### src/rtl/systolic_pkg.sv
// Shared types and constants for the systolic array sequencer.
// Sequence lengths are given both as functions of N and as defaults for N = 3.
package systolic_pkg;

  typedef enum logic [2:0] {
    IDLE,
    CLEAR,
    FEED,
    DRAIN,
    DONE
  } ctrl_state_t;

  localparam int DEFAULT_MATRIX_SIZE = 3;

  // Skewed operand streaming spans 2N-1 steps; N more steps drain the diagonal.
  function automatic int feed_cycles(input int n);
    return 2 * n - 1;
  endfunction

  function automatic int drain_cycles(input int n);
    return n;
  endfunction

  localparam int FEED_CYCLES  = feed_cycles(DEFAULT_MATRIX_SIZE);
  localparam int DRAIN_CYCLES = drain_cycles(DEFAULT_MATRIX_SIZE);

  localparam logic BANK_A = 1'b0;
  localparam logic BANK_B = 1'b1;

endpackage

### src/rtl/operand_bank.sv
// N x N operand register file: one write port, N combinational read ports.
// Port p reads row p (READ_BY_ROW = 1) or column p (READ_BY_ROW = 0) at rd_idx[p].
module operand_bank #(
  parameter int N           = 3,
  parameter int DW          = 8,
  parameter bit READ_BY_ROW = 1'b1
) (
  input  logic                          clk,
  input  logic                          rst_n,
  input  logic                          we,
  input  logic [$clog2(N)-1:0]          wr_row,
  input  logic [$clog2(N)-1:0]          wr_col,
  input  logic [DW-1:0]                 wr_data,
  input  logic [N*$clog2(N)-1:0]        rd_idx,
  output logic [N*DW-1:0]               rd_data
);

  localparam int IW = $clog2(N);

  logic [DW-1:0] mem [N][N];

  always_ff @(posedge clk or negedge rst_n) begin
    if (!rst_n) begin
      for (int r = 0; r < N; r++) begin
        for (int c = 0; c < N; c++) begin
          mem[r][c] <= '0;
        end
      end
    end else if (we) begin
      mem[wr_row][wr_col] <= wr_data;
    end
  end

  always_comb begin
    rd_data = '0;
    for (int p = 0; p < N; p++) begin
      if (READ_BY_ROW) begin
        rd_data[p*DW +: DW] = mem[p][rd_idx[p*IW +: IW]];
      end else begin
        rd_data[p*DW +: DW] = mem[rd_idx[p*IW +: IW]][p];
      end
    end
  end

endmodule

### src/rtl/systolic_ctrl.sv
// Sequencer for an output-stationary systolic array: clears the array, streams
// skewed A rows / B columns, drains the pipeline and pulses done.
module systolic_ctrl
  import systolic_pkg::*;
#(
  parameter int MATRIX_SIZE = 3,
  parameter int DATA_WIDTH  = 8
) (
  input  logic                              clk,
  input  logic                              rst_n,
  input  logic                              wr_en,
  input  logic                              wr_sel,
  input  logic [$clog2(MATRIX_SIZE)-1:0]    wr_row,
  input  logic [$clog2(MATRIX_SIZE)-1:0]    wr_col,
  input  logic [DATA_WIDTH-1:0]             wr_data,
  input  logic                              start,
  output logic                              busy,
  output logic                              done,
  output logic                              wr_err,
  output logic                              arr_rst,
  output logic                              arr_en,
  output logic [MATRIX_SIZE*DATA_WIDTH-1:0] arr_left,
  output logic [MATRIX_SIZE*DATA_WIDTH-1:0] arr_top
);

  localparam int N         = MATRIX_SIZE;
  localparam int DW        = DATA_WIDTH;
  localparam int IW        = $clog2(N);
  localparam int SW        = $clog2(2 * N);
  localparam int FEED_LEN  = feed_cycles(N);
  localparam int DRAIN_LEN = drain_cycles(N);

  ctrl_state_t   state, state_next;
  logic [SW-1:0] step, step_next;

  logic [N*IW-1:0] skew_idx;
  logic [N-1:0]    lane_ok;
  logic [N*DW-1:0] a_rd, b_rd;
  logic [N*DW-1:0] left_next, top_next;
  logic            feeding;
  logic            idle_wr;

  assign idle_wr = wr_en && (state == IDLE);

  operand_bank #(.N(N), .DW(DW), .READ_BY_ROW(1'b1)) u_bank_a (
    .clk     (clk),
    .rst_n   (rst_n),
    .we      (idle_wr && (wr_sel == BANK_A)),
    .wr_row  (wr_row),
    .wr_col  (wr_col),
    .wr_data (wr_data),
    .rd_idx  (skew_idx),
    .rd_data (a_rd)
  );

  operand_bank #(.N(N), .DW(DW), .READ_BY_ROW(1'b0)) u_bank_b (
    .clk     (clk),
    .rst_n   (rst_n),
    .we      (idle_wr && (wr_sel == BANK_B)),
    .wr_row  (wr_row),
    .wr_col  (wr_col),
    .wr_data (wr_data),
    .rd_idx  (skew_idx),
    .rd_data (b_rd)
  );

  always_ff @(posedge clk or negedge rst_n) begin
    if (!rst_n) begin
      state <= IDLE;
      step  <= '0;
    end else begin
      state <= state_next;
      step  <= step_next;
    end
  end

  always_comb begin
    state_next = state;
    step_next  = step;
    case (state)
      IDLE:  if (start) state_next = CLEAR;
      CLEAR: begin
        state_next = FEED;
        step_next  = '0;
      end
      FEED: begin
        if (step == SW'(FEED_LEN - 1)) begin
          state_next = DRAIN;
          step_next  = '0;
        end else begin
          step_next = step + 1'b1;
        end
      end
      DRAIN: begin
        if (step == SW'(DRAIN_LEN - 1)) begin
          state_next = DONE;
          step_next  = '0;
        end else begin
          step_next = step + 1'b1;
        end
      end
      DONE:    state_next = IDLE;
      default: state_next = IDLE;
    endcase
  end

  // Outputs are registered from the next state, so the skew is computed for
  // step_next; lane k carries element (t - k) of its row/column when in range.
  always_comb begin
    int d;
    d        = 0;
    skew_idx = '0;
    lane_ok  = '0;
    for (int k = 0; k < N; k++) begin
      d = int'(step_next) - k;
      if (d >= 0 && d < N) begin
        lane_ok[k]           = 1'b1;
        skew_idx[k*IW +: IW] = IW'(d);
      end
    end
  end

  assign feeding = (state_next == FEED);

  always_comb begin
    left_next = '0;
    top_next  = '0;
    for (int k = 0; k < N; k++) begin
      if (feeding && lane_ok[k]) begin
        left_next[k*DW +: DW] = a_rd[k*DW +: DW];
        top_next[k*DW +: DW]  = b_rd[k*DW +: DW];
      end
    end
  end

  always_ff @(posedge clk or negedge rst_n) begin
    if (!rst_n) begin
      busy     <= 1'b0;
      done     <= 1'b0;
      wr_err   <= 1'b0;
      arr_rst  <= 1'b1;
      arr_en   <= 1'b0;
      arr_left <= '0;
      arr_top  <= '0;
    end else begin
      busy     <= (state_next != IDLE);
      done     <= (state_next == DONE);
      wr_err   <= wr_en && (state != IDLE);
      arr_rst  <= (state_next == CLEAR);
      arr_en   <= (state_next == FEED) || (state_next == DRAIN);
      arr_left <= left_next;
      arr_top  <= top_next;
    end
  end

endmodule

### config.mk
export PLATFORM = sky130hd
export DESIGN_NAME = systolic_ctrl
export DESIGN_NICKNAME = d
export VERILOG_FILES = /design/src/rtl/systolic_pkg.sv /design/src/rtl/operand_bank.sv /design/src/rtl/systolic_ctrl.sv
export SDC_FILE = /design/constraint.sdc
export NUM_CORES = 1
export LEC_CHECK = 0
export BUFFER_PORTS_ARGS = -buffer_cell sky130_fd_sc_hd__buf_2
export CORE_ASPECT_RATIO = 0.7
export CORE_MARGIN = 2
export CORE_UTILIZATION = 30
export DETAILED_ROUTE_END_ITERATION = 7
export PLACE_DENSITY = 0.47
export REMOVE_ABC_BUFFERS = 1
export SLEW_MARGIN = 20
export SYNTH_ARGS = -nofsm -noshare
export SYNTH_HDL_FRONTEND = slang
export SYNTH_HIERARCHICAL = 1
export SYNTH_SLANG_ARGS = --single-unit
### constraint.sdc
create_clock -name clk -period 6.23 [get_ports clk]
set_clock_uncertainty 0.05 [all_clocks]
set_input_delay 1.246 -clock clk [delete_from_list [all_inputs] [get_ports clk]]
set_output_delay 1.246 -clock clk [all_outputs]
set_load 0.02 [all_outputs]
* Word level (Yosys, flattened, before mapping)
Index checks and enable logic that the tools add are counted.
Storage, ports and cells: output and inout bits 53, bits in registers 203, input bits 17, word-level logic and storage cells 117
Cells by class: muxes and demuxes 43, bitwise gates (word level) 6, order comparisons 13, reductions and logical operators 16, equality and inequality tests 9, add/subtract/negate cells 3
Operators by type and width (count):
- binary-select mux 24 bit (select 2 bit) | 3
- bitwise mux 72 bit | 2
- 2-to-1 mux 8 bit | 15
- 2-to-1 mux 24 bit | 3
- binary-select mux 8 bit (select 2 bit) | 3
- demux 24 bit (select 2 bit) | 1
- 2-to-1 mux 16 bit | 2
- demux 8 bit (select 2 bit) | 1
- == test 3 x 2 -> 1 bit, second input constant | 5
- >= comparator 3 bit, second input constant | 5
- 2-to-1 mux 3 bit | 5
- NOT 2 -> 3 bit | 5
- logical AND 1 bit | 12
- one-hot mux 3 bit (4 select lines) | 1
- one-hot mux 3 bit (3 select lines) | 1
- >= comparator 4 x 1 -> 1 bit, second input constant | 2
- < comparator 4 x 3 -> 1 bit, second input constant | 2
- == test 3 x 1 -> 1 bit, second input constant | 2
- == test 3 bit, second input constant | 2
- < comparator 3 x 1 -> 1 bit, second input constant | 2
- 2-to-1 mux 2 bit | 3
- nonzero test 3 bit | 2
- subtractor 3 x 1 -> 4 bit, second input constant | 1
- subtractor 3 x 2 -> 4 bit, second input constant | 1
- other kinds (7) | 9

* Depth between registers and ports, before layout
word-level depth 12, mapped depth 18, gate-level depth less buffers 14

* Cells and area by module
The synthesis kept the hierarchy.
Modules (own cells, without submodules):
- operand_bank at u_bank_a | seq. area each 1801.7 um2, times used 1, area an instance 3284.4 um2, cells each 243
- operand_bank at u_bank_b | seq. area each 1801.7 um2, times used 1, area an instance 3231.8 um2, cells each 243
- systolic_ctrl | seq. area each 1477.7 um2, times used 1, area an instance 2312.2 um2, cells each 196

* Worst setup path after synthesis
OpenSTA, ideal clock, no wires.
path type flip-flop to flip-flop, from register step[0], to register arr_left[10], buffers on the path 2, period minus slack after synthesis 3768 ps, cell stages (with the launch flop) 16, library setup time 86 ps, setup slack 2462 ps, arrival 3631 ps, required time 6094 ps, cell sequence dfrtp_1 -> inv_1 -> ha_1 -> nand3b_1 -> nand3_1 -> a2bb2oi_1 -> ha_1 -> xor2_4 -> buf_6 -> nor4_1 -> nor2b_1 -> clkbuf_1 -> nand2_1 -> o21ai_0 -> nand2_1 -> nor3_1
Between the ends: word-level cells in the longest chain between the ends 12, elaborated cells between the ends (all ways) 22, those cells by class add/sub (2); order compare (2); eq/ne (3); mux (12); bitwise (1); reduce/logical (2)
Ends and longest elaborated chain:
- from (decl) | RTL line systolic_ctrl.sv:34 | logic [SW-1:0] step, step_next;
- from (signal assigned) | RTL line systolic_ctrl.sv:73 | step <= step_next;
- adder 3 x 1 -> 3 bit (tied with other cells) | RTL line systolic_ctrl.sv:91, systolic_ctrl.sv:99
- 2-to-1 mux 3 bit, on equally long branches | RTL line systolic_ctrl.sv:95, systolic_ctrl.sv:87
- one-hot mux 3 bit (3 select lines) (*) | RTL line systolic_ctrl.sv:80 | case (state)
- subtractor 3 x 1 -> 4 bit (*) | RTL line systolic_ctrl.sv:115 | d = int'(step_next) - k;
- >= comparator 4 x 1 -> 1 bit / < comparator 4 x 3 -> 1 bit (equally long branches) | RTL line systolic_ctrl.sv:116 | if (d >= 0 && d < N) begin
- logical AND 1 bit | RTL line systolic_ctrl.sv:116
- 2-to-1 mux 2 bit (*) | RTL line systolic_ctrl.sv:116
- via skew_idx[2] | RTL line systolic_ctrl.sv:36 | logic [N*IW-1:0] skew_idx;
- NOT 2 -> 3 bit (implied by the code) (*) | RTL line operand_bank.sv:38 | rd_data[p*DW +: DW] = mem[p][rd_idx[p*IW +: IW]];
- binary-select mux 8 bit (select 2 bit) (*) | RTL line operand_bank.sv:38
- 2-to-1 mux 8 bit (implied by the code) (*) (2 in series) | RTL line operand_bank.sv:38
- via a_rd[10] | RTL line systolic_ctrl.sv:38 | logic [N*DW-1:0] a_rd, b_rd;
- 2-to-1 mux 8 bit (*) | RTL line systolic_ctrl.sv:129 | if (feeding && lane_ok[k]) begin
- via left_next[10] | RTL line systolic_ctrl.sv:39 | logic [N*DW-1:0] left_next, top_next;
- to (signal assigned) | RTL line systolic_ctrl.sv:151 | arr_left <= left_next;
- to (decl) | RTL line systolic_ctrl.sv:22 | output logic [MATRIX_SIZE*DATA_WIDTH-1:0] arr_left,
The timed path passes the listed nets; every way through them passes the cells marked *. The select of a mux whose other input is x is not followed. A chain may end at the register's enable or synchronous reset.

* Worst setup path in the final report
from register step[0], to register arr_top[12]
Between the ends: word-level cells in the longest chain between the ends 12, elaborated cells between the ends (all ways) 22, those cells by class add/sub (2); order compare (2); eq/ne (3); mux (12); bitwise (1); reduce/logical (2)
Ends and longest elaborated chain:
- adder 3 x 1 -> 3 bit (tied with other cells) | RTL line systolic_ctrl.sv:91, systolic_ctrl.sv:99
- 2-to-1 mux 3 bit, on equally long branches | RTL line systolic_ctrl.sv:95, systolic_ctrl.sv:87
- one-hot mux 3 bit (3 select lines) (*) | RTL line systolic_ctrl.sv:80
- subtractor 3 x 1 -> 4 bit (*) | RTL line systolic_ctrl.sv:115
- >= comparator 4 x 1 -> 1 bit / < comparator 4 x 3 -> 1 bit (equally long branches) | RTL line systolic_ctrl.sv:116
- logical AND 1 bit | RTL line systolic_ctrl.sv:116
- 2-to-1 mux 2 bit (*) | RTL line systolic_ctrl.sv:116
- via skew_idx[3] | RTL line systolic_ctrl.sv:36
- NOT 2 -> 3 bit (implied by the code) (*) | RTL line operand_bank.sv:40 | rd_data[p*DW +: DW] = mem[rd_idx[p*IW +: IW]][p];
- binary-select mux 24 bit (select 2 bit) (*) | RTL line operand_bank.sv:40
- 2-to-1 mux 16 bit (implied by the code) (*) (2 in series) | RTL line operand_bank.sv:40
- via b_rd[12] | RTL line systolic_ctrl.sv:38
- 2-to-1 mux 8 bit (*) | RTL line systolic_ctrl.sv:129
- via top_next[12] | RTL line systolic_ctrl.sv:39
- to (signal assigned) | RTL line systolic_ctrl.sv:152 | arr_top <= top_next;
- to (decl) | RTL line systolic_ctrl.sv:23 | output logic [MATRIX_SIZE*DATA_WIDTH-1:0] arr_top
Marks and branches as above.

==> qor.txt <==
R2r setup slk: 2.18 ns
CTS Buffer Depth: 3
P_sw: 2.03 mW
Clock transition at the registers of the reported paths: 0.06 ns
Status: finished, final reports clean
Starting Density: 30.5%
Setup crit end: arr_top[12]
Max_slew headroom: 45.7%
Drt initial violations: 259
YS warnings: 6
FF+latch count, synth: 203
Fraction of registers with async set/reset: 100%
GPL Wtd Cong: 0.731
Setup crit start kind: flip-flop
Final setup viols: 0
Synth-to-Final Area Change: 17.2%
Critical path required time: 6.56 ns
Pint: 3.05 mW
Area contributors post-synth: dfrtp_1 57%, mux2_2 17%, mux2i_1 5.4%
Largest net degree at the start of global routing: 113
TritonCTS Buffers: 22
Number of flops mapped to enable cells by yosys: 0
HP Start: u_bank_b/mem[49]
DRT Pass-1 Iters: 4
Layout cell share with drive strength beyond 1: 35.6%
Vias: 5476
Hold Path Class: reg2reg
Worst Path Buf+Inv: 2
Final hold slack: 0.451 ns
Slew Viols, Final: 0
Post-synth top area share: 57.3%
Total Wirelength: 21.5 mm
Switching share of power: 40.0%
CP max stage cell: xor2_4
FF-to-FF path depth: 14
Post-synthesis cell count: 682
Clock Tree Root: clkbuf_16
Crit path DAT: 4.38 ns
First-pass GRT wire length: 33.8 mm
Crit-path max FO: 18
Initial antenna violation count: 1
Die ar.: 0.0308 mm²
Final hold vios: 0
WP depth: 14
Avg Inst Size Synth: 12.9 µm²
Die height: 148 µm
Place WS: 2.17 ns
Worst r2r src: step[0]
CTS sink count: 203
Combinational power share: 41.6%
Critical Path Start: step[0]
Achievable Freq: 0.247 GHz
H-tree depth: 1
Drt drc: 0
Cell breakdown of the critical path: inv_1 -> ha_1 -> nand3b_1 -> nand3_1 -> a2bb2oi_1 -> ha_1 -> xor2_4 -> nor3_2 -> buf_4 -> nor2b_1 -> nand2_1 -> o21ai_0 -> nand2_1 -> nor3_1
Synth top cells by count: 202 x dfrtp_1, 135 x mux2_2, 73 x nand2_1
Reg2reg end: arr_top[12]
Total power: 5.08 mW
RSZ-0062 raised after global routing: no
# port buffers: 69
Worst path max stage delay: 0.55 ns
ANT nets after route: 0
Vias per cell: 4.78
Hpwl dp: 13.2 mm
Flop pwr share: 32.9%
Leakage power: 5.08 nW
Count of different cell masters after synthesis: 43
WL/cell: 18.7 µm
Final worst path period share: 64.9%
Worst skew pair latency: 0.50 ns
Post-CTS Hold Buffers: 0
Core ar.: 0.0290 mm²
WS Path Type: reg2reg
Ys flop type: dfrtp_1
Sequential-to-total area share from yosys stat: 57.6%
CTS tree: yes
Clock power frac: 25.5%
Worst slew pin tran: 0.814 ns
Post-CTS Resized: 0
Worst setup EP type: flip-flop
Post-CTS setup buffers: 0
Delay-heaviest family, CP: simple AND/OR/NAND/NOR gates
GRT overflow: 0
Power Dens Cells: 491 mW/mm²
Synthesized area: 0.00883 mm²
Nets@finish: 779
Most frequent cell after synthesis: dfrtp_1
Area leader, netlist: dfrtp_1
Overall Global Routing Usage: 14.1%
Vias in the first global route: 5639
# rows: 52
Max capacitance violation total: 0
# IOs: 70
Worst setup margin: 2.18 ns
Period minus WS final: 4.05 ns
DIE WIDTH: 209 µm
Worst IR Drop VDD: 0.249 mV
TNS Setup: 0 ns
## metrics by stage
| stage | cell area [µm²] | cells | utilization (%) |
|---|---|---|---|
| after CTS | 10300 | 1144 | 35.7 |
| after global placement | 9630 | 1107 | 33.3 |
| after detailed placement | 9630 | 1107 | 33.3 |
| after global routing | 10300 | 1145 | 35.7 |
| after floorplan | 8680 | 651 | - |
| final | 10400 | 1146 | 35.8 |
## layer usage
layer | vias up | wire, µm | GRT usage [%]
met5 | - | 0 | 0
li1 | 2543 | - | -
met2 | 111 | 9210 | 20.8
met4 | 0 | 266 | 2.64
met3 | 23 | 1070 | 3.00
met1 | 2799 | 10900 | 21.5
## power groups by stage
stage          clock network, mW  registers, mW  logic [mW]
2_1_floorplan                  0           1.75        1.28
3_3_place_gp                   0           1.70        2.13
3_5_place_dp                   0           1.69        2.15
4_1_cts                     1.35           1.67        2.15
5_1_grt                     1.40           1.70        2.32
6_report                    1.30           1.67        2.11
## state kept, by name (all words and copies together) (netlist names)
| signal | count |
|---|---|
| arr_rst | 1 |
| wr_err | 1 |
| u_bank_a/mem | 72 |
| busy | 1 |
| step | 3 |
| arr_left | 24 |
| arr_en | 1 |
| u_bank_b/mem | 72 |
| arr_top | 24 |
| done | 1 |
| state | 3 |
## cell usage in the layout (no fill, tap or decap), drive strengths merged, types with 3 or more instances in the layout
cell type	synthesis	layout
nor2	7	7
nor2b	15	15
nand3	3	3
nand3b	5	5
nand2	73	73
dfrtp	202	202
o21ai	51	51
inv	8	8
ha	9	9
mux2	144	144
nand4	3	3
nor4	3	3
a21oi	4	4
clkbuf	18	33
mux2i	48	48
or3b	3	3
nor3	23	23
buf	13	77
and3	34	34
## worst min-delay path by stage
stage,end,slack [ns],cells past startpoint
final,u_bank_b/mem[49],0.45,1
after CTS,u_bank_b/mem[48],0.45,1
after detailed placement,u_bank_b/mem[49],0.44,1
after global routing,u_bank_a/mem[23],0.46,1
after floorplan,u_bank_b/mem[8],0.41,1
after global placement,u_bank_b/mem[69],0.44,1
## cell families (layout without fill, tap and decap cells)
| group | Yosys count | in the layout | synth area share, % |
|---|---|---|---|
| AOI/OAI and AO/OA | 60 | 60 | 3.80 |
| other | 0 | 2 | 0 |
| DFF | 203 | 203 | 57.6 |
| buffers and inverters | 39 | 123 | 1.98 |
| and+or+nand+nor | 177 | 177 | 10.8 |
| muxes | 192 | 192 | 24.1 |
| adders and majority gates | 9 | 9 | 1.28 |
| xor gates and xnor gates | 2 | 2 | 0.411 |
## area by class of cell
cell class	instances	area [µm²]
diodes	2	5.00
clock buffers	32	659
clock inverters	5	55.1
fillers	2808	18600
inverters	8	30.0
multi-input cells	440	3610
flip-flops and latches	203	5080
well taps	378	473
repair buffers	78	434
(Power assumes the default switching activity.)
